File: src/rtl/ltc23xx_pkg.sv
// Shared definitions for the LTC23xx conversion sequencer.
// Holds the FSM encoding, the SDI control-word layout and the default timing.
package ltc23xx_pkg;

    typedef logic [2:0] state_t;

    localparam state_t S_IDLE      = 3'd0;
    localparam state_t S_CONVERT   = 3'd1;
    localparam state_t S_WAIT_CONV = 3'd2;
    localparam state_t S_SHIFT     = 3'd3;
    localparam state_t S_GAP       = 3'd4;

    // Control word: {start=1, 0, chan[2:0], range[2:0]}, shifted MSB first
    localparam int CW_LEN       = 8;
    localparam int CW_START_BIT = 7;
    localparam int CW_CHAN_LSB  = 3;
    localparam int CW_RANGE_LSB = 0;

    localparam int DEF_BUSY_CYCLES = 28;
    localparam int DEF_SLOT_BITS   = 24;

    function automatic logic [CW_LEN-1:0] ctrl_word(input logic [2:0] chan,
                                                    input logic [2:0] rng);
        ctrl_word = '0;
        ctrl_word[CW_START_BIT]         = 1'b1;
        ctrl_word[CW_CHAN_LSB +: 3]     = chan;
        ctrl_word[CW_RANGE_LSB +: 3]    = rng;
    endfunction

endpackage

File: src/rtl/ltc23xx_next_chan.sv
// Finds the lowest set bit of the channel mask and the next set bit above
// the current channel index.
module ltc23xx_next_chan #(
    parameter int NCHAN = 8,
    parameter int CHW   = $clog2(NCHAN)
) (
    input  logic [NCHAN-1:0] mask,
    input  logic [CHW-1:0]   cur,
    output logic [CHW-1:0]   first,
    output logic [CHW-1:0]   next,
    output logic             has_next
);

    // Descending scan: the last hit written is the lowest qualifying index
    always_comb begin
        first    = '0;
        next     = '0;
        has_next = 1'b0;
        for (int i = NCHAN - 1; i >= 0; i--) begin
            if (mask[i]) begin
                first = CHW'(i);
                if (i > int'(cur)) begin
                    next     = CHW'(i);
                    has_next = 1'b1;
                end
            end
        end
    end

endmodule

File: src/rtl/ltc23xx_seq_ctrl.sv
// Frame sequencer for an LTC23xx SAR ADC: CNV strobe, conversion wait,
// per-channel SCKI/SDI readout and a one-deep sample output register.
module ltc23xx_seq_ctrl
    import ltc23xx_pkg::*;
#(
    parameter int NCHAN        = 8,
    parameter int SLOT_BITS    = DEF_SLOT_BITS,
    parameter int CTRL_BITS    = 8,
    parameter int BUSY_CYCLES  = DEF_BUSY_CYCLES,
    parameter int BUSY_TIMEOUT = 64
) (
    input  logic                     clk,
    input  logic                     reset,
    input  logic                     start,
    input  logic                     stop,
    input  logic                     cfg_mode,
    input  logic [15:0]              cfg_n_reads,
    input  logic [NCHAN-1:0]         cfg_active,
    input  logic [3*NCHAN-1:0]       cfg_range,
    input  logic [31:0]              cfg_period,
    input  logic                     cfg_use_busy,
    input  logic                     busy,
    input  logic                     sdo,
    output logic                     cnv,
    output logic                     sdi,
    output logic                     scki_en,
    output logic                     m_valid,
    input  logic                     m_ready,
    output logic [SLOT_BITS-1:0]     m_data,
    output logic [$clog2(NCHAN)-1:0] m_chan,
    output logic                     running,
    output logic                     done,
    output logic                     overflow,
    output logic                     err
);

    localparam int CHW   = $clog2(NCHAN);
    localparam int BITW  = $clog2(SLOT_BITS);
    localparam int WMAX  = (BUSY_CYCLES > BUSY_TIMEOUT) ? BUSY_CYCLES : BUSY_TIMEOUT;
    localparam int WAITW = $clog2(WMAX + 1);

    state_t               state;
    logic [31:0]          per_cnt;
    logic [15:0]          rem;
    logic [WAITW-1:0]     wait_cnt;
    logic [BITW-1:0]      bit_cnt;
    logic [CHW-1:0]       chan;
    logic [SLOT_BITS-1:0] shreg;
    logic                 stop_req;

    logic                 mode_q;
    logic                 busy_mode_q;
    logic [NCHAN-1:0]     act_q;
    logic [3*NCHAN-1:0]   rng_q;
    logic [31:0]          per_q;

    logic [CHW-1:0]       first_chan;
    logic [CHW-1:0]       next_chan;
    logic                 has_next;

    logic                 start_ok;
    logic                 start_go;
    logic                 gap_end;
    logic                 finish;
    logic                 load_cfg;
    logic [32:0]          per_next;
    logic [SLOT_BITS-1:0] word;
    logic [CW_LEN-1:0]    cw;
    logic [CW_LEN-1:0]    cw_sh;

    ltc23xx_next_chan #(.NCHAN(NCHAN), .CHW(CHW)) u_next_chan (
        .mask     (act_q),
        .cur      (chan),
        .first    (first_chan),
        .next     (next_chan),
        .has_next (has_next)
    );

    always_comb begin
        start_ok = (cfg_active != '0) && (cfg_mode || cfg_n_reads != 16'd0);
        start_go = (state == S_IDLE) && start && start_ok;
        per_next = {1'b0, per_cnt} + 33'd1;
        gap_end  = per_next >= {1'b0, per_q};
        finish   = stop_req || stop || (!mode_q && rem == 16'd0);
        load_cfg = start_go || ((state == S_GAP) && gap_end && !finish);
        word     = {shreg[SLOT_BITS-2:0], sdo};
        cw       = ctrl_word(3'(chan), rng_q[3*chan +: 3]);
        cw_sh    = cw << bit_cnt;
    end

    assign cnv     = (state == S_CONVERT);
    assign scki_en = (state == S_SHIFT);
    assign sdi     = (state == S_SHIFT) && (32'(bit_cnt) < CTRL_BITS) ? cw_sh[CW_LEN-1] : 1'b0;
    assign running = (state != S_IDLE);

    // Frame configuration is frozen at each frame start
    always_ff @(posedge clk) begin
        if (reset) begin
            mode_q      <= 1'b0;
            busy_mode_q <= 1'b0;
            act_q       <= '0;
            rng_q       <= '0;
            per_q       <= '0;
        end else if (load_cfg) begin
            mode_q      <= cfg_mode;
            busy_mode_q <= cfg_use_busy;
            act_q       <= cfg_active;
            rng_q       <= cfg_range;
            per_q       <= cfg_period;
        end
    end

    always_ff @(posedge clk) begin
        if (reset) begin
            state    <= S_IDLE;
            per_cnt  <= '0;
            rem      <= '0;
            wait_cnt <= '0;
            bit_cnt  <= '0;
            chan     <= '0;
            shreg    <= '0;
            stop_req <= 1'b0;
            m_valid  <= 1'b0;
            m_data   <= '0;
            m_chan   <= '0;
            done     <= 1'b0;
            overflow <= 1'b0;
            err      <= 1'b0;
        end else begin
            done <= 1'b0;
            if (state != S_IDLE && per_cnt != '1) per_cnt <= per_cnt + 32'd1;
            if (state != S_IDLE && stop) stop_req <= 1'b1;
            if (m_ready) m_valid <= 1'b0;

            case (state)
                S_IDLE: begin
                    per_cnt  <= '0;
                    stop_req <= 1'b0;
                    if (start) begin
                        overflow <= 1'b0;
                        err      <= 1'b0;
                        if (start_ok) begin
                            rem   <= cfg_n_reads;
                            state <= S_CONVERT;
                        end else begin
                            done <= 1'b1;
                        end
                    end
                end
                S_CONVERT: begin
                    per_cnt  <= 32'd1;
                    wait_cnt <= '0;
                    if (!mode_q && rem != 16'd0) rem <= rem - 16'd1;
                    state <= S_WAIT_CONV;
                end
                S_WAIT_CONV: begin
                    wait_cnt <= wait_cnt + 1'b1;
                    if (busy_mode_q) begin
                        if (!busy) begin
                            state   <= S_SHIFT;
                            bit_cnt <= '0;
                            chan    <= first_chan;
                        end else if (wait_cnt == WAITW'(BUSY_TIMEOUT - 1)) begin
                            err     <= 1'b1;
                            state   <= S_SHIFT;
                            bit_cnt <= '0;
                            chan    <= first_chan;
                        end
                    end else if (wait_cnt == WAITW'(BUSY_CYCLES - 1)) begin
                        state   <= S_SHIFT;
                        bit_cnt <= '0;
                        chan    <= first_chan;
                    end
                end
                S_SHIFT: begin
                    shreg <= word;
                    if (bit_cnt == BITW'(SLOT_BITS - 1)) begin
                        bit_cnt <= '0;
                        // A word still waiting for the consumer wins over the new one
                        if (!m_valid || m_ready) begin
                            m_data  <= word;
                            m_chan  <= chan;
                            m_valid <= 1'b1;
                        end else begin
                            overflow <= 1'b1;
                        end
                        if (has_next) chan <= next_chan;
                        else          state <= S_GAP;
                    end else begin
                        bit_cnt <= bit_cnt + 1'b1;
                    end
                end
                S_GAP: begin
                    if ({1'b0, per_cnt} >= {1'b0, per_q}) err <= 1'b1;
                    if (gap_end) begin
                        if (finish) begin
                            state <= S_IDLE;
                            done  <= 1'b1;
                        end else begin
                            state <= S_CONVERT;
                        end
                    end
                end
                default: state <= S_IDLE;
            endcase
        end
    end

endmodule

File: config.mk
export PLATFORM = sky130hd
export DESIGN_NAME = ltc23xx_seq_ctrl
export DESIGN_NICKNAME = d
export VERILOG_FILES = /design/src/rtl/ltc23xx_pkg.sv /design/src/rtl/ltc23xx_next_chan.sv /design/src/rtl/ltc23xx_seq_ctrl.sv
export SDC_FILE = /design/constraint.sdc
export NUM_CORES = 1
export LEC_CHECK = 0
export BUFFER_PORTS_ARGS = -buffer_cell sky130_fd_sc_hd__buf_4
export CELL_PAD_IN_SITES_DETAIL_PLACEMENT = 1
export CELL_PAD_IN_SITES_GLOBAL_PLACEMENT = 1
export CORE_MARGIN = 2
export CORE_UTILIZATION = 23
export CTS_BUF_LIST = sky130_fd_sc_hd__clkbuf_4
export CTS_CLUSTER_DIAMETER = 80
export DETAILED_ROUTE_END_ITERATION = 10
export PLACE_DENSITY_LB_ADDON = 0.1
export SLEW_MARGIN = 20
export SYNTH_ARGS = -nofsm -noshare
export SYNTH_HDL_FRONTEND = slang
export SYNTH_SLANG_ARGS = --single-unit
export TNS_END_PERCENT = 5
File: constraint.sdc
create_clock -name clk -period 11 [get_ports clk]
set_clock_uncertainty 0.1 [all_clocks]
set_input_delay 1.65 -clock clk [delete_from_list [all_inputs] [get_ports clk]]
set_output_delay 1.65 -clock clk [all_outputs]
set_load 0.01 [all_outputs]
Word level (Yosys, flattened, before mapping). Index checks and enable logic that the tools add are counted.

Shift-type cells: 2. Multiplexer cells: 86. Add/subtract/negate cells: 5. Multiply operators: 1. Order comparisons: 10. Reduce and logical (&&, ||, !) cells: 38. Equality and inequality tests: 22.

Operator list (count): $mux 3 (37); $pmux 32 s2 (1); $mux 16 (3); $add 32x1->33 const B (1); $ge 33x32->1 (1); $add 32x1->32 const B (1); $ge 32x32->1 (1); $mux 32 (1); $ne 32x32->1 const B (1); $pmux 16 s2 (1); $reduce_bool 16->1 (2); $mux 1 (31); $mux 5 (5); $shiftx 24x6->3 (1); $logic_not 16->1 (1); $ne 2x2->1 const B (8); $sub 16x1->16 const B (1); $pmux 3 s5 (1); $pmux 7 s2 (1); $gt 3x3->1 const A (4); $logic_and 1x1->1 (10); $pmux 5 s2 (1); $reduce_bool 3->1 (3); $ne 2x1->1 const B (4); 29 further kinds (43).

Logic and storage cells: 183. Output and inout bits: 35. Register bits after elaboration: 187.

Logic depth before layout (Yosys ltp). Gate-level depths: netlist of run 1.

Depth in word-level cells: 18. Mapped depth: 18. Mapped depth without buffers: 15.

Hierarchy. Synthesis of run 1 repeated with hierarchy kept, for this count alone.

Cells, all modules: 1129. Area total of the unflattened synthesis: 9504.1 sq um.

Modules (own cells, without submodules): ltc23xx_seq_ctrl (seq. area each 3743.6 sq um, area each 9247.6 sq um, cells each 1084, instances 1); ltc23xx_next_chan (seq. area each 0.0 sq um, area each 256.5 sq um, cells each 45, instances 1).

Least setup slack after synthesis of run 1. OpenSTA, ideal clock, no wires.

Kind: reg-to-output. Start point: reg chan[0]. End point: out sdi. Path slack: 7.164 ns. Path buffers: 1. Data arrival time: 2.086 ns. Stages on the path, launching flop included: 7. Required time: 9.250 ns. Cells stage by stage: dfxtp_1 -> buf_2 -> mux4_2 -> mux2_2 -> mux4_2 -> a21oi_1 -> nor4_1.

Cells in the longest elaborated chain, start to end: 4.

RTL lines: from (decl) (line ltc23xx_seq_ctrl.sv:47) `logic [CHW-1:0] chan;`; from (signal assigned) (line ltc23xx_seq_ctrl.sv:162) `chan <= first_chan;`; from (signal assigned) (line ltc23xx_seq_ctrl.sv:167) `chan <= first_chan;`; from (signal assigned) (line ltc23xx_seq_ctrl.sv:172) `chan <= first_chan;`; $mul 2x3->5 (line ltc23xx_seq_ctrl.sv:87) `cw = ctrl_word(3'(chan), rng_q[3*chan +: 3]);`; $shiftx 24x6->3 (line ltc23xx_seq_ctrl.sv:87); $shl 8x5->8 (*) (line ltc23xx_seq_ctrl.sv:88) `cw_sh = cw << bit_cnt;`; $mux 1 (*) (line ltc23xx_seq_ctrl.sv:93) `assign sdi = (state == S_SHIFT) && (32'(bit_cnt) < CTRL_BITS) ? cw_sh[CW_LEN-1] : 1'b0;`; to (decl) (line ltc23xx_seq_ctrl.sv:25) `output logic sdi,`.

Every way passes the cells marked *; elsewhere a longest branch is shown, timed or not.

Final worst setup path of run 1.
Start point: reg per_cnt[0]. End point: reg per_q[17].

Cells in the longest elaborated chain, start to end: 5.

RTL lines: from (decl) (line ltc23xx_seq_ctrl.sv:43) `logic [31:0] per_cnt;`; from (signal assigned) (line ltc23xx_seq_ctrl.sv:131) `if (state != S_IDLE && per_cnt != '1) per_cnt <= per_cnt + 32'd1;`; $add 32x1->33 (line ltc23xx_seq_ctrl.sv:82) `per_next = {1'b0, per_cnt} + 33'd1;`; $ge 33x32->1 (line ltc23xx_seq_ctrl.sv:83) `gap_end = per_next >= {1'b0, per_q};`; $logic_and 1x1->1 (2 in a row) (line ltc23xx_seq_ctrl.sv:85) `load_cfg = start_go || ((state == S_GAP) && gap_end && !finish);`; $logic_or 1x1->1 (line ltc23xx_seq_ctrl.sv:85); to (signal assigned) (line ltc23xx_seq_ctrl.sv:109) `per_q <= cfg_period;`; to (decl) (line ltc23xx_seq_ctrl.sv:55) `logic [31:0] per_q;`.

No other way between the ends. A chain may end at the register's enable or synchronous reset.

==> results of run 1 <==
==> state kept, by name, summed over array words and instances (netlist names), 3 cells and up <==
| name | cells |
|---|---|
| rng_q | 24 |
| per_cnt | 32 |
| m_data | 24 |
| bit_cnt | 5 |
| per_q | 32 |
| shreg | 23 |
| act_q | 8 |
| wait_cnt | 7 |
| chan | 3 |
| state | 3 |
| rem | 16 |
| m_chan | 3 |
==> cells in the final DEF, fill, tap and decap left out, types with 5 or more instances in the layout <==
cell and n:
a211oi_1 10, a21o_1 10, a21oi_1 127, a22o_1 69, a22oi_1 11, a31oi_1 7
and3_1 7, buf_4 132, clkbuf_4 19, dfxtp_1 187, ha_1 68, inv_1 81
inv_6 5, mux4_2 7, nand2_1 149, nand2b_1 10, nand3_1 20, nand4_1 20
nor2_1 70, nor2b_1 8, nor3_1 17, nor4_1 14, o21ai_0 35, o21ai_1 5
o22ai_1 5, or3_1 7, xnor2_1 22, xor2_1 9
==> metal layers <==
layer,share of wire (%),up-vias
met5,0,-
met2,46,98
met1,49,4028
met4,0.90,0
met3,3.5,16
li1,-,4127
==> worst register-to-register path: stages, from the launching register on <==
cell	delay [ns]
dfxtp_1	0.44
ha_1	0.25
nand4_1	0.28
nor2_1	0.41
and3_1	0.44
nand3_1	0.14
xor2_1	0.18
inv_1	0.07
ha_1	0.29
a21oi_1	0.17
o21ai_1	0.16
nor4b_1	0.52
o211ai_2	0.22
a21o_4	0.27
a21oi_4	0.49
buf_4	0.59
a22o_1	0.27
==> worst min-delay path by stage <==
| stage | start | end | cells past startpoint |
|---|---|---|---|
| 2_1_floorplan | shreg[22]$_SDFFE_PP0P_ | m_data[23]$_SDFFE_PP0P_ | 2 |
| 3_3_place_gp | m_data[0]$_SDFFE_PP0P_ | m_data[0]$_SDFFE_PP0P_ | 2 |
| 3_5_place_dp | m_data[5]$_SDFFE_PP0P_ | m_data[5]$_SDFFE_PP0P_ | 2 |
| 4_1_cts | m_data[5]$_SDFFE_PP0P_ | m_data[5]$_SDFFE_PP0P_ | 2 |
| 5_1_grt | m_data[17]$_SDFFE_PP0P_ | m_data[17]$_SDFFE_PP0P_ | 2 |
| 6_report | m_data[11]$_SDFFE_PP0P_ | m_data[11]$_SDFFE_PP0P_ | 2 |
==> cells by family after synthesis <==
| logic type | share of synthesized area (%) |
|---|---|
| AO/OA/AOI/OAI | 22.3 |
| XOR/XNOR | 2.86 |
| adder cells (fa/ha/maj) | 8.97 |
| buffers and inverters | 6.32 |
| flip-flops | 39.5 |
| multiplexers | 2.12 |
| AND/OR/NAND/NOR | 17.9 |
==> power breakdown <==
part,internal (W),switching [W],total (W)
clock,0.000125,0.000282,0.000407
combinational,0.000272,0.000397,0.000670
sequential,0.000764,0.0000941,0.000858
==> area by class of cell <==
class	count	share of cell area, %
antenna	3	0.0672
clock buffer	19	1.28
clock inverter	13	1.20
inverter	83	2.79
multi-input combinational	780	46.3
sequential	187	33.5
tap	532	5.96
timing repair buffer	132	8.88
==> per-stage QoR <==
| stage | setup WS, ns | instance area (um^2) |
|---|---|---|
| CTS | 5.63 | 11200 |
| detailed placement | 5.73 | 10900 |
| finish | 5.67 | 11200 |
| global route | 5.26 | 11200 |
| floorplan | 7.16 | 9480 |
| global placement | 5.98 | 10900 |
==> reports/qor.yml, run 1 <==
status: "finished clean"
drive_gt1_share_pct: 16.3
worstSetupEndpoint: "per_q[17]$_SDFFE_PP0P_"
ys_warn_count: 0
grtUsageMet1_pct: 18.8
ys_top_cells_by_count: "187 x dfxtp_1, 149 x nand2_1, 127 x a21oi_1"
area_growth_pct: 17.7
required_ns: 11.52
postRouteAntennaNets: 0
holdBufCountCts: 0
antenna_found_initial: 3
syn_nets: 1266
critical_path.cell_chain: "ha_1 > nand4_1 > nor2_1 > and3_1 > nand3_1 > xor2_1 > inv_1 > ha_1 > a21oi_1 > o21ai_1 > nor4b_1 > o211ai_2 > a21o_4 > a21oi_4 > buf_4 > a22o_1"
reg2reg_depth: 16
finalCriticalPeriod_ns: 5.33
worst_pin_slew_ns: 0.997
top_usage_layer: "met2"
num_vias: 8269
slew_headroom_pct: 33.4
portBuffers: 123
synthDistinctLibCells: 72
synthFlopType: "dfxtp_1"
grt_usage_pct: 14.1
r2r-end: "per_q[17]$_SDFFE_PP0P_"
die_h_um: 207
die-width_um: 207
rsz0062_at_grt: "false"
cts_setup_buffers: 0
fillCellCount: 4906
cap_violations: 0
grt_pass1_vias: 8592
power.density_nw_per_um2: 173
synth_area_leaders: "dfxtp_1 39%, ha_1 9.0%, a21oi_1 6.7%"
core_um2: 40700
crit_fanout: 48
holdWs_ns: 0.367
ctsResizeCount: 0
yosysTopAreaCell: "dfxtp_1"
viasPerCell: 4.73
drt_pass1_iterations: 4
placed_cells: 1714
syn_inst: 1109
ff_latch_area_um2: 3740
fin_setup_tns_ns: 0
setup_viol: 0
use_met3_pct: 3.41
slowest_stage: "buf_4"
grt_use_met2_pct: 22.8
arrival_ns: 5.85
cts_buffer_depth: 2
path_clk_slew_ns: 0.17
synthesis.area_um2: 9480
cp_common_cell: "ha_1"
cp_num_buf_inv: 2
layout.nets: 1358
yosysMostFrequentCell: "dfxtp_1"
place_congestion: 0.741
instances_no_fill: 1749
die_area_um2: 42900
multi_input_area_um2: 5170
cts_buffers: 17
r2r_start: "per_cnt[0]$_SDFFE_PP0P_"
start_util_pct: 23.3
synthArstFlopShare_pct: 0
p_leak_nw: 4.52
final.period_utilization_pct: 48.5
worstSetupPathType: "flop to flop"
ios: 124
ys_ff_latch: 187
tritoncts: "done"
wirelength_um: 29600
cp-startpoint: "per_cnt[0]$_SDFFE_PP0P_"
rrSetupSlack_ns: 5.67
critPathLaunchType: "flop"
dp_hpwl_um: 21500
rows: 74
syn_area_per_cell_um2: 8.55
hold_path_class: "flop to flop"
path_delay_family: "simple AND/OR/NAND/NOR gates"
end_kind: "flop"
peakVddDrop_mv: 0.0665
wire_per_inst_um: 16.9
power.total_w: 0.00193
hold_viol_final: 0
first_iter_violations: 329
cts_sinks: 187
grt_max_degree: 83
grt_pass1_wl_um: 48600
post-route-util_pct: 27.4
crit_cells: 16
drc: 0
yosysTopAreaCellShare_pct: 39.5
insertion_delay_ns: 0.67
slew_viol_final: 0
cts_root_buffer: "clkbuf_4"
synth_edf_count: 0
yosysSeqAreaShare_pct: 39.5
h-tree-depth: 4
max_freq_mhz: 187
cpPeakStageDelay_ns: 0.58
grt.overflow.total: 0
(Power assumes the default switching activity.)
==> run 2, diff against run 1 <==
==> constraint.sdc (replaced) <==
create_clock -name clk -period 4.4 [get_ports clk]
set_clock_uncertainty 0.1 [all_clocks]
set_input_delay 0.66 -clock clk [delete_from_list [all_inputs] [get_ports clk]]
set_output_delay 0.66 -clock clk [all_outputs]
set_load 0.01 [all_outputs]
==> run 2 against run 1 <==
Against the previous run: first-iteration DRC count down 2.7%; combinational power grew to 2.6 times the previous value; power rose to 2.5 times the previous value; largest power group unchanged; cell count up 1.1%; via count is essentially flat; register-to-register slack got worse by 5.4 ns; sequential power grew 150%.
==> reports/qor.yml, run 2 (synthesis results as in run 1) <==
status: "finished clean"
cts_buffer_depth: 2
pwr-share-clk_pct: 20.2
final_cell_mix: "185 x dfxtp_1, 149 x nand2_1, 144 x buf_4"
portBuffers: 123
grt_use_met2_pct: 22.5
drc: 0
grt_pass1_vias: 8414
grt.overflow.total: 0
layout_commonest_cell: "dfxtp_1"
die_h_um: 207
end_kind: "flop"
crit_fanout: 24
cts_sinks: 187
first_iter_violations: 320
cts_root_buffer: "clkbuf_4"
cp_common_cell: "ha_1"
viasPerCell: 4.67
drive_gt1_share_pct: 18.3
drt_pass1_iterations: 4
num_vias: 8261
fillCellCount: 4891
critical_path.cell_chain: "ha_1 > nand4_1 > nor2_2 > and3_2 > nand3_1 > xor2_1 > inv_1 > ha_1 > a21oi_1 > o21ai_1 > nor4b_1 > o211ai_2 > a21o_4 > a21oi_4 > clkbuf_16 > a22o_1"
worst_pin_slew_ns: 0.995
core_um2: 40700
slew_viol_final: 0
postRouteAntennaNets: 0
start_util_pct: 23.3
tritoncts: "done"
dp_hpwl_um: 21600
max_freq_mhz: 243
intPower_w: 0.00297
grt_pass1_wl_um: 47700
cp_num_buf_inv: 2
slowest_stage: "dfxtp_1"
grt_usage_pct: 13.9
reg.largest.list: "per_cnt x32, per_q x32"
arrival_ns: 4.62
cap_violations: 0
worst_slack_ns: 0.279
hold_path_class: "input port to flop"
insertion_delay_ns: 0.65
final.period_utilization_pct: 93.7
use_met3_pct: 3.08
area_growth_pct: 20.4
cts_buffers: 17
seqPwrFrac_pct: 43.5
grt_max_degree: 60
holdBufCountCts: 0
peakVddDrop_mv: 0.172
path_delay_family: "simple AND/OR/NAND/NOR gates"
place_congestion: 0.741
ios: 124
wire_per_inst_um: 17.0
comb_power_share_pct: 36.3
rows: 74
power.density_nw_per_um2: 428
grtUsageMet1_pct: 18.9
die-width_um: 207
top_usage_layer: "met2"
antenna_found_initial: 2
layout.nets: 1378
setup_viol: 0
critPathLaunchType: "flop"
hold_viol_final: 0
switching_power_w: 0.00192
wirelength_um: 30000
h-tree-depth: 4
path_clk_slew_ns: 0.17
multi_input_area_um2: 5200
p_leak_nw: 4.66
post-place-ws_ns: 0.0538
ff_latch_area_um2: 3750
power.total_w: 0.00489
die_area_um2: 42900
cpPeakStageDelay_ns: 0.45
required_ns: 4.90
worstSetupPathType: "flop to flop"
slew_headroom_pct: 32.0
sw_frac_of_total_pct: 39.2
finalCriticalPeriod_ns: 4.12
## run 2: cell count changes in the layout (fill, tap and decap cells not counted), sizes merged
cell,previous run,this run
inv,91,89
diode,3,2
buf,132,150
clkinvlp,0,1
clkinv,4,3
clkbuf,19,23
## run 2: area by class of cell
cell class	count	area share, %
inverters	83	2.73
clock buffers	21	1.38
repair buffers	152	10.7
well taps	532	5.83
clock inverters	11	0.965
diodes	2	0.0439
multi-input cells	780	45.6
flip-flops and latches	187	32.8
## run 2: worst reg2reg max path, delay by kind of cell (launching register included)
kind | cells | cell delay [ns]
AOI/OAI and AO/OA | 6 | 1.19
xor gates and xnor gates | 1 | 0.19
adders and majority gates | 2 | 0.53
buffers and inverters | 2 | 0.35
DFF | 1 | 0.45
and+or+nand+nor | 5 | 1.27
## run 2: power by group through the flow
stage               sequential [W]  clock, W  combinational, W
floorplan                  0.00208         0           0.00125
global placement           0.00217         0           0.00173
detailed placement         0.00217         0           0.00177
CTS                        0.00213   0.00106           0.00178
global route               0.00217   0.00112           0.00202
finish                     0.00213  0.000986           0.00177
## run 2: stage by stage
stage	hold slack (ns)	cells	TNS, ns	utilization, %	instance area (um^2)
floorplan	0.332	1109	0	-	9480
global placement	0.347	1723	0	26.9	11000
detailed placement	0.349	1725	0	27.0	11000
CTS	0.0129	1757	0	27.7	11300
global route	-0.00162	1768	-2.04	28.0	11400
finish	0.102	1768	0	28.0	11400
## run 2: path summary, 6_finish.rpt
| path | from | endpoint | slack [ns] | depth (start not counted) |
|---|---|---|---|---|
| worst max-delay path | per_cnt[0]$_SDFFE_PP0P_ | act_q[5]$_SDFFE_PP0P_ | 0.28 | 16 |
| worst min-delay path | cfg_range[16] | rng_q[16]$_SDFFE_PP0P_ | 0.10 | 2 |
| worst max register to register | per_cnt[0]$_SDFFE_PP0P_ | act_q[5]$_SDFFE_PP0P_ | 0.28 | 16 |
| worst min register to register | m_data[15]$_SDFFE_PP0P_ | m_data[15]$_SDFFE_PP0P_ | 0.37 | 2 |
## run 2: timing repair
action                                 in CTS  in global routing
resized for setup                           1                 10
setup endpoints to repair                  15                 68
buffers inserted                            0                  7
pin swaps                                   0                  7
gates cloned                                0                  2
endpoints found under the hold margin       0                  0
## run 2: metal layers
metal  routed length, um  part of all wire, %
met5                   0                    0
met4                 228                 0.76
met3                 945                  3.1
met2               13800                   46
met1               15000                   50
